**config.mk**
```make
export PLATFORM = sky130hd
export DESIGN_NAME = plot_sink
export DESIGN_NICKNAME = d
export VERILOG_FILES = /design/src/rtl/plot_sink.sv
export SDC_FILE = /design/constraint.sdc
export NUM_CORES = 1
export LEC_CHECK = 0
export ABC_AREA = 1
export ABC_CLOCK_PERIOD_IN_PS = 3670
export BUFFER_PORTS_ARGS = -buffer_cell sky130_fd_sc_hd__buf_4
export CAP_MARGIN = 20
export CORE_MARGIN = 8
export CORE_UTILIZATION = 44
export CTS_BUF_LIST = sky130_fd_sc_hd__clkbuf_16
export DETAILED_ROUTE_END_ITERATION = 10
export RECOVER_POWER = 100
export SLEW_MARGIN = 40
export SYNTH_ARGS = -nofsm -noshare
export SYNTH_HDL_FRONTEND = slang
export SYNTH_SLANG_ARGS = --single-unit
```
**constraint.sdc**
```tcl
create_clock -name clock -period 3.67 [get_ports clock]
set_clock_uncertainty 0.2 [all_clocks]
set_input_delay 0.5505 -clock clock [delete_from_list [all_inputs] [get_ports clock]]
set_output_delay 0.5505 -clock clock [all_outputs]
set_load 0.02 [all_outputs]
```
**src/rtl/plot_sink.sv**
```systemverilog
// plot_sink: receiving end of the pixel plot interface.
// Queues plot commands, turns (x, y) into linear framebuffer addresses,
// issues one registered write per cycle and provides a full-screen clear.
module plot_sink #(
    parameter int unsigned WIDTH      = 160,
    parameter int unsigned HEIGHT     = 120,
    parameter int unsigned FIFO_DEPTH = 4,
    parameter int unsigned ADDR_W     = 15
) (
    input  logic              clock,
    input  logic              resetn,
    input  logic [7:0]        x,
    input  logic [6:0]        y,
    input  logic [2:0]        colour,
    input  logic              plot,
    output logic              ready,
    input  logic              clear,
    input  logic [2:0]        clear_colour,
    input  logic              mem_stall,
    output logic [ADDR_W-1:0] mem_addr,
    output logic [2:0]        mem_data,
    output logic              mem_wren,
    output logic              busy,
    output logic [7:0]        dropped
);

    localparam int unsigned PTR_W  = (FIFO_DEPTH > 1) ? $clog2(FIFO_DEPTH) : 1;
    localparam int unsigned CNT_W  = $clog2(FIFO_DEPTH + 1);
    localparam int unsigned PIXELS = WIDTH * HEIGHT;
    localparam logic [ADDR_W-1:0] LAST_ADDR = ADDR_W'(PIXELS - 1);

    localparam logic [0:0] S_RUN   = 1'b0;
    localparam logic [0:0] S_CLEAR = 1'b1;

    typedef struct packed {
        logic [7:0] x;
        logic [6:0] y;
        logic [2:0] colour;
    } plot_cmd_t;

    // Linear address y*WIDTH + x; shift-add form for the 160-pixel screen.
    function automatic logic [ADDR_W-1:0] pixel_addr(input logic [7:0] px,
                                                     input logic [6:0] py);
        logic [ADDR_W-1:0] res;
        if (WIDTH == 160) begin
            res = (ADDR_W'(py) << 7) + (ADDR_W'(py) << 5) + ADDR_W'(px);
        end else begin
            res = ADDR_W'(py) * ADDR_W'(WIDTH) + ADDR_W'(px);
        end
        return res;
    endfunction

    plot_cmd_t         fifo_q [FIFO_DEPTH];
    plot_cmd_t         fifo_d [FIFO_DEPTH];
    logic [PTR_W-1:0]  wr_ptr_q, wr_ptr_d;
    logic [PTR_W-1:0]  rd_ptr_q, rd_ptr_d;
    logic [CNT_W-1:0]  count_q, count_d;

    logic [0:0]        state_q, state_d;
    logic              clear_pending_q, clear_pending_d;
    logic [2:0]        clear_colour_q, clear_colour_d;
    logic [ADDR_W-1:0] sweep_q, sweep_d;

    logic [ADDR_W-1:0] mem_addr_q, mem_addr_d;
    logic [2:0]        mem_data_q, mem_data_d;
    logic              mem_wren_q, mem_wren_d;
    logic [7:0]        dropped_q, dropped_d;

    logic              in_range;
    logic              ready_c;
    logic              push;
    logic              pop;
    logic              fifo_empty;
    plot_cmd_t         head;
    plot_cmd_t         new_cmd;

    // Acceptance decode: ready, range check, push/pop strobes.
    always_comb begin
        in_range   = (32'(x) < WIDTH) && (32'(y) < HEIGHT);
        fifo_empty = (count_q == '0);
        ready_c    = (state_q == S_RUN) && !clear_pending_q &&
                     (32'(count_q) < FIFO_DEPTH);
        push       = plot && ready_c && in_range;
        pop        = (state_q == S_RUN) && !fifo_empty && !mem_stall;
        head       = fifo_q[rd_ptr_q];
        new_cmd    = '{x: x, y: y, colour: colour};
    end

    // FIFO pointer, occupancy and storage update.
    always_comb begin
        fifo_d   = fifo_q;
        wr_ptr_d = wr_ptr_q;
        rd_ptr_d = rd_ptr_q;
        count_d  = count_q;
        if (push) begin
            fifo_d[wr_ptr_q] = new_cmd;
            wr_ptr_d         = wr_ptr_q + PTR_W'(1);
        end
        if (pop) begin
            rd_ptr_d = rd_ptr_q + PTR_W'(1);
        end
        unique case ({push, pop})
            2'b10:   count_d = count_q + CNT_W'(1);
            2'b01:   count_d = count_q - CNT_W'(1);
            default: count_d = count_q;
        endcase
    end

    // Saturating count of rejected plots (not ready or out of range).
    always_comb begin
        dropped_d = dropped_q;
        if (plot && !push && (dropped_q != 8'hFF)) begin
            dropped_d = dropped_q + 8'd1;
        end
    end

    // Next-state and write-port logic: drain in S_RUN, sweep in S_CLEAR.
    always_comb begin
        state_d         = state_q;
        clear_pending_d = clear_pending_q;
        clear_colour_d  = clear_colour_q;
        sweep_d         = sweep_q;
        mem_addr_d      = mem_addr_q;
        mem_data_d      = mem_data_q;
        mem_wren_d      = 1'b0;

        unique case (state_q)
            S_RUN: begin
                if (clear && !clear_pending_q) begin
                    clear_pending_d = 1'b1;
                    clear_colour_d  = clear_colour;
                end
                if (pop) begin
                    mem_addr_d = pixel_addr(head.x, head.y);
                    mem_data_d = head.colour;
                    mem_wren_d = 1'b1;
                end
                // Queued plots drain first so the sweep overwrites them.
                if (clear_pending_q && fifo_empty) begin
                    state_d = S_CLEAR;
                    sweep_d = '0;
                end
            end
            S_CLEAR: begin
                if (!mem_stall) begin
                    mem_addr_d = sweep_q;
                    mem_data_d = clear_colour_q;
                    mem_wren_d = 1'b1;
                    if (sweep_q == LAST_ADDR) begin
                        state_d         = S_RUN;
                        clear_pending_d = 1'b0;
                        sweep_d         = '0;
                    end else begin
                        sweep_d = sweep_q + ADDR_W'(1);
                    end
                end
            end
            default: begin
                state_d = S_RUN;
            end
        endcase
    end

    // Control and output registers with synchronous active-low reset.
    always_ff @(posedge clock) begin
        if (!resetn) begin
            wr_ptr_q        <= '0;
            rd_ptr_q        <= '0;
            count_q         <= '0;
            state_q         <= S_RUN;
            clear_pending_q <= 1'b0;
            clear_colour_q  <= '0;
            sweep_q         <= '0;
            mem_addr_q      <= '0;
            mem_data_q      <= '0;
            mem_wren_q      <= 1'b0;
            dropped_q       <= '0;
        end else begin
            wr_ptr_q        <= wr_ptr_d;
            rd_ptr_q        <= rd_ptr_d;
            count_q         <= count_d;
            state_q         <= state_d;
            clear_pending_q <= clear_pending_d;
            clear_colour_q  <= clear_colour_d;
            sweep_q         <= sweep_d;
            mem_addr_q      <= mem_addr_d;
            mem_data_q      <= mem_data_d;
            mem_wren_q      <= mem_wren_d;
            dropped_q       <= dropped_d;
        end
    end

    // FIFO payload storage; validity is tracked by the pointers alone.
    always_ff @(posedge clock) begin
        fifo_q <= fifo_d;
    end

    assign ready    = ready_c;
    assign busy     = !fifo_empty || clear_pending_q || (state_q == S_CLEAR);
    assign mem_addr = mem_addr_q;
    assign mem_data = mem_data_q;
    assign mem_wren = mem_wren_q;
    assign dropped  = dropped_q;

endmodule

```
==> flow_metrics.env <==
export IMPL_run_status="complete, no violations"
export IMPL_number_of_flip_flops_and_latches_in_the_synthesized_netlist=126
export IMPL_leakage_dissipation_nw=2.51
export IMPL_p_int_w=0.00312
export IMPL_clock_network_latency_to_the_later_pin_of_the_worst_skew_pair_ns=0.43
export IMPL_rr_endpoint="mem_addr[12]"
export IMPL_antenna_cells=0
export IMPL_syn_area_per_cell_um2=9.45
export IMPL_min_delay_worst_endpoint="fifo_q[68]"
export IMPL_power_frac_seq_pct=35.8
export IMPL_post_dr_wirelength_cell_um=16.1
export IMPL_timing_reg2reg_worst_path_depth=13
export IMPL_timing_final_crit_share_pct=90.8
export IMPL_first_global_vias=4617
export IMPL_max_slew_margin_pct=19.6
export IMPL_core_area_mm2=0.0132
export IMPL_first_iter_violations=326
export IMPL_yosys_warnings=0
export IMPL_grt_max_degree=33
export IMPL_async_flop_share_pct=0
export IMPL_synth_net_count=677
export IMPL_finalNonFillerCells=874
export IMPL_globalRouteTotalUtil_pct=16.7
export IMPL_critPathMaxFanout=12
export IMPL_critical_path_depth=13
export IMPL_syn_instance_count=628
export IMPL_synth_top_cell_area_share_pct=36.4
export IMPL_share_clk_of_total_power_pct=34.2
export IMPL_worst_ir_drop_vdd_uv=430
export IMPL_setup_tns_ns=0
export IMPL_powerDensity_mw_per_mm2=708
export IMPL_layout_min_cycle_time_ns=3.33
export IMPL_cts_hold_buffers=0
export IMPL_cts_sink_count=126
export IMPL_floorplan_io_pins=55
export IMPL_comb_power_share_pct=30.1
export IMPL_setup_worst_path_end_class="flop"
export IMPL_dpl_hpwl_mm=9.82
export IMPL_cpPeakStageDelay_ns=0.59
export IMPL_syn_area_mm2=0.00593
export IMPL_finalSetupViolCount=0
export IMPL_drc=0
export IMPL_hold_viol_final=0
export IMPL_routed_via_count=4582
export IMPL_power_switching_fraction_pct=35.5
export IMPL_slew_viol_final=0
export IMPL_numPlacedInstances=842
export IMPL_drt_antenna_violating_nets=0
export IMPL_dp_slack_ns=0.449
export IMPL_final_net_count=734
export IMPL_grt_setup_unrepaired="false"
export IMPL_port_buffer_count=54
export IMPL_synth_flop_cell="sky130_fd_sc_hd__edfxtp_1"
export IMPL_timing_worst_slew_pin_value_ns=1.21
export IMPL_grt_antenna_before_repair=0
export IMPL_r2r_slack_ns=0.34
export IMPL_maxCapViolCount=0
export IMPL_timing_hold_worst_class="input port to flop"
export IMPL_fp_dieH_um=132
export IMPL_die_area_mm2=0.0175
export IMPL_finalWirelength_mm=14.0
export IMPL_grt_first_pass_wirelength_mm=23.2
export IMPL_globalplace_congestion=0.846
export IMPL_hp_start="x[4]"
export IMPL_cts_post_setup_buffers_inserted=0
export IMPL_clk_pin_slew_worst_paths_ns=0.06
export IMPL_drtPass1Iterations=5
export IMPL_cts_max_path_buffers=2
export IMPL_rows=42
export IMPL_cpLargestDelayFamily="adder cells"
export IMPL_synth_edff_count=72
export IMPL_cts_resized=0
export IMPL_ys_top_cells_by_area="sky130_fd_sc_hd__edfxtp_1 36%, sky130_fd_sc_hd__dfxtp_1 18%, sky130_fd_sc_hd__nand2_1 6.8%, sky130_fd_sc_hd__o21ai_0 5.0%, sky130_fd_sc_hd__a21oi_1 4.6%"
export IMPL_nFillCells=1218
export IMPL_timing_critical_path_slowest_stage_cell="sky130_fd_sc_hd__dfxtp_1"
export IMPL_netlist_top_cells_count="108 x sky130_fd_sc_hd__nand2_1, 72 x sky130_fd_sc_hd__edfxtp_1, 59 x sky130_fd_sc_hd__o21ai_0"
export IMPL_critical_path_reg2reg_startpoint="rd_ptr_q[1]"
export IMPL_data_required_time_of_the_worst_path_ns=3.81
export IMPL_area_growth_pct=15.1
export IMPL_final_seq_area_mm2=0.00324
export IMPL_vias_per_cell=5.24
export IMPL_yosys_cell_types_count=42
export IMPL_fmax_ghz=0.300
export IMPL_initial_utilization_pct=45.0
export IMPL_area_taken_by_multi_input_logic_gates_mm2=0.00227
export IMPL_yosysSeqAreaShare_pct=54.6
export IMPL_worstPathBufferInverterCount=3
export IMPL_cp_start_kind="flop"
export IMPL_whs_path_depth=1
export IMPL_die_w_um=132
export IMPL_number_of_clock_buffers_inserted_by_tritoncts=17
export IMPL_critical_path_cell_chain="clkinv_1 > a32oi_1 > inv_1 > fa_1 > inv_1 > fa_1 > nand3_1 > nand2_1 > nand3_1 > nand2_1 > nand2_1 > nand3_1 > a21oi_1"
export IMPL_synth_largest_area_cell="sky130_fd_sc_hd__edfxtp_1"
export IMPL_ctsRootBufferMaster="sky130_fd_sc_hd__clkbuf_16"
export IMPL_cts_htree_levels=4
export IMPL_post_synth_top_count_cell="sky130_fd_sc_hd__nand2_1"
export IMPL_critical_path_arrival_ns=3.47
export IMPL_share_of_final_layout_standard_cells_stronger_than_drive_strength_1_pct=10.6
export IMPL_power_switching_w=0.00171
export IMPL_tritoncts="done"
export IMPL_setup_worst_path_class="flop to flop"
export IMPL_postLayoutSetupSlackWorst_ns=0.338
export IMPL_grt_overflow=0
## cell usage in the layout, fill, tap and decap left out, types with 3 or more instances in the layout
cell type,n
sky130_fd_sc_hd__nand2_1,109
sky130_fd_sc_hd__edfxtp_1,72
sky130_fd_sc_hd__o21ai_0,60
sky130_fd_sc_hd__nor2_1,56
sky130_fd_sc_hd__a21oi_1,55
sky130_fd_sc_hd__dfxtp_1,54
sky130_fd_sc_hd__inv_1,52
sky130_fd_sc_hd__clkbuf_1,52
sky130_fd_sc_hd__nand3_1,31
sky130_fd_sc_hd__ha_1,20
sky130_fd_sc_hd__clkbuf_16,17
sky130_fd_sc_hd__nand4_1,14
sky130_fd_sc_hd__buf_4,12
sky130_fd_sc_hd__o22ai_1,8
sky130_fd_sc_hd__o211ai_1,8
sky130_fd_sc_hd__nand3_2,7
sky130_fd_sc_hd__o21ai_1,7
sky130_fd_sc_hd__xor2_1,6
sky130_fd_sc_hd__nand2_2,5
sky130_fd_sc_hd__nor2_2,5
sky130_fd_sc_hd__inv_2,4
sky130_fd_sc_hd__clkinv_4,4
sky130_fd_sc_hd__inv_6,4
sky130_fd_sc_hd__clkinv_1,3
sky130_fd_sc_hd__nor3_1,3
sky130_fd_sc_hd__nor2_4,3
sky130_fd_sc_hd__a31oi_1,3
sky130_fd_sc_hd__fa_1,3
sky130_fd_sc_hd__clkinvlp_4,3
## power groups by stage
| stage | clock network (W) | logic [W] | registers, W |
|---|---|---|---|
| floorplan | 0 | 0.00101 | 0.00183 |
| global placement | 0 | 0.00154 | 0.00176 |
| detailed placement | 0 | 0.00157 | 0.00177 |
| CTS | 0.00167 | 0.00158 | 0.00174 |
| global route | 0.00175 | 0.00168 | 0.00175 |
| finish | 0.00165 | 0.00145 | 0.00173 |
## registers in the layout, summed over array words and instances, names as in the netlist
register         cells
rd_ptr_q             2
mem_wren             1
state_q              1
dropped              8
count_q              3
mem_data             3
fifo_q              72
sweep_q             15
clear_pending_q      1
wr_ptr_q             2
clear_colour_q       3
mem_addr            15
## worst register-to-register path, cell delays in order (launching register included)
cell,delay (ns)
sky130_fd_sc_hd__dfxtp_1,0.59
sky130_fd_sc_hd__clkinv_1,0.32
sky130_fd_sc_hd__a32oi_1,0.35
sky130_fd_sc_hd__inv_1,0.10
sky130_fd_sc_hd__fa_1,0.51
sky130_fd_sc_hd__inv_1,0.07
sky130_fd_sc_hd__fa_1,0.46
sky130_fd_sc_hd__nand3_1,0.11
sky130_fd_sc_hd__nand2_1,0.08
sky130_fd_sc_hd__nand3_1,0.10
sky130_fd_sc_hd__nand2_1,0.06
sky130_fd_sc_hd__nand2_1,0.07
sky130_fd_sc_hd__nand3_1,0.07
sky130_fd_sc_hd__a21oi_1,0.18
## metal layers
metal / up-vias / global-route usage, % / wire length [um] / part of all wire, %
li1: 2277 / - / - / -
met1: 2177 / 20.5 / 6460 / 46
met2: 109 / 27.3 / 6610 / 47
met3: 19 / 4.23 / 677 / 4.8
met4: 0 / 6.70 / 289 / 2.1
met5: - / 0 / 0 / 0
## per-stage QoR
step	cell area [um^2]	hold WS, ns	power [W]	util, %
2_1_floorplan	5930	0.240	0.00284	-
3_3_place_gp	6500	0.258	0.00330	49.3
3_5_place_dp	6500	0.262	0.00334	49.3
4_1_cts	7090	0.121	0.00499	53.7
5_1_grt	6830	0.204	0.00517	51.8
6_report	6830	0.191	0.00484	51.8
## worst max path at each step
stage | slack, ns | startpoint | endpoint
finish | 0.34 | rd_ptr_q[1] | mem_addr[12]
detailed placement | 0.45 | rd_ptr_q[1] | mem_addr[12]
global route | 0.05 | state_q | mem_addr[0]
floorplan | 0.84 | rd_ptr_q[0] | mem_addr[14]
global placement | 0.59 | rd_ptr_q[1] | mem_addr[14]
CTS | 0.41 | rd_ptr_q[1] | mem_addr[12]
## kinds of logic after synthesis
group | after synthesis | synth area share, %
flops | 126 | 54.6
simple gates | 238 | 19.3
buf+inv | 85 | 6.05
xor+xnor | 8 | 1.18
compound gates | 148 | 13.6
fa+ha+maj | 23 | 5.23
## layout make-up
class / instances / area share (%)
repair buffers: 64 / 4.18
clock inverters: 15 / 2.36
clock buffers: 17 / 6.23
flip-flops and latches: 126 / 47.5
well taps: 176 / 3.22
multi-input cells: 417 / 33.3
inverters: 59 / 3.26
Power figures use the tool's default switching activity.
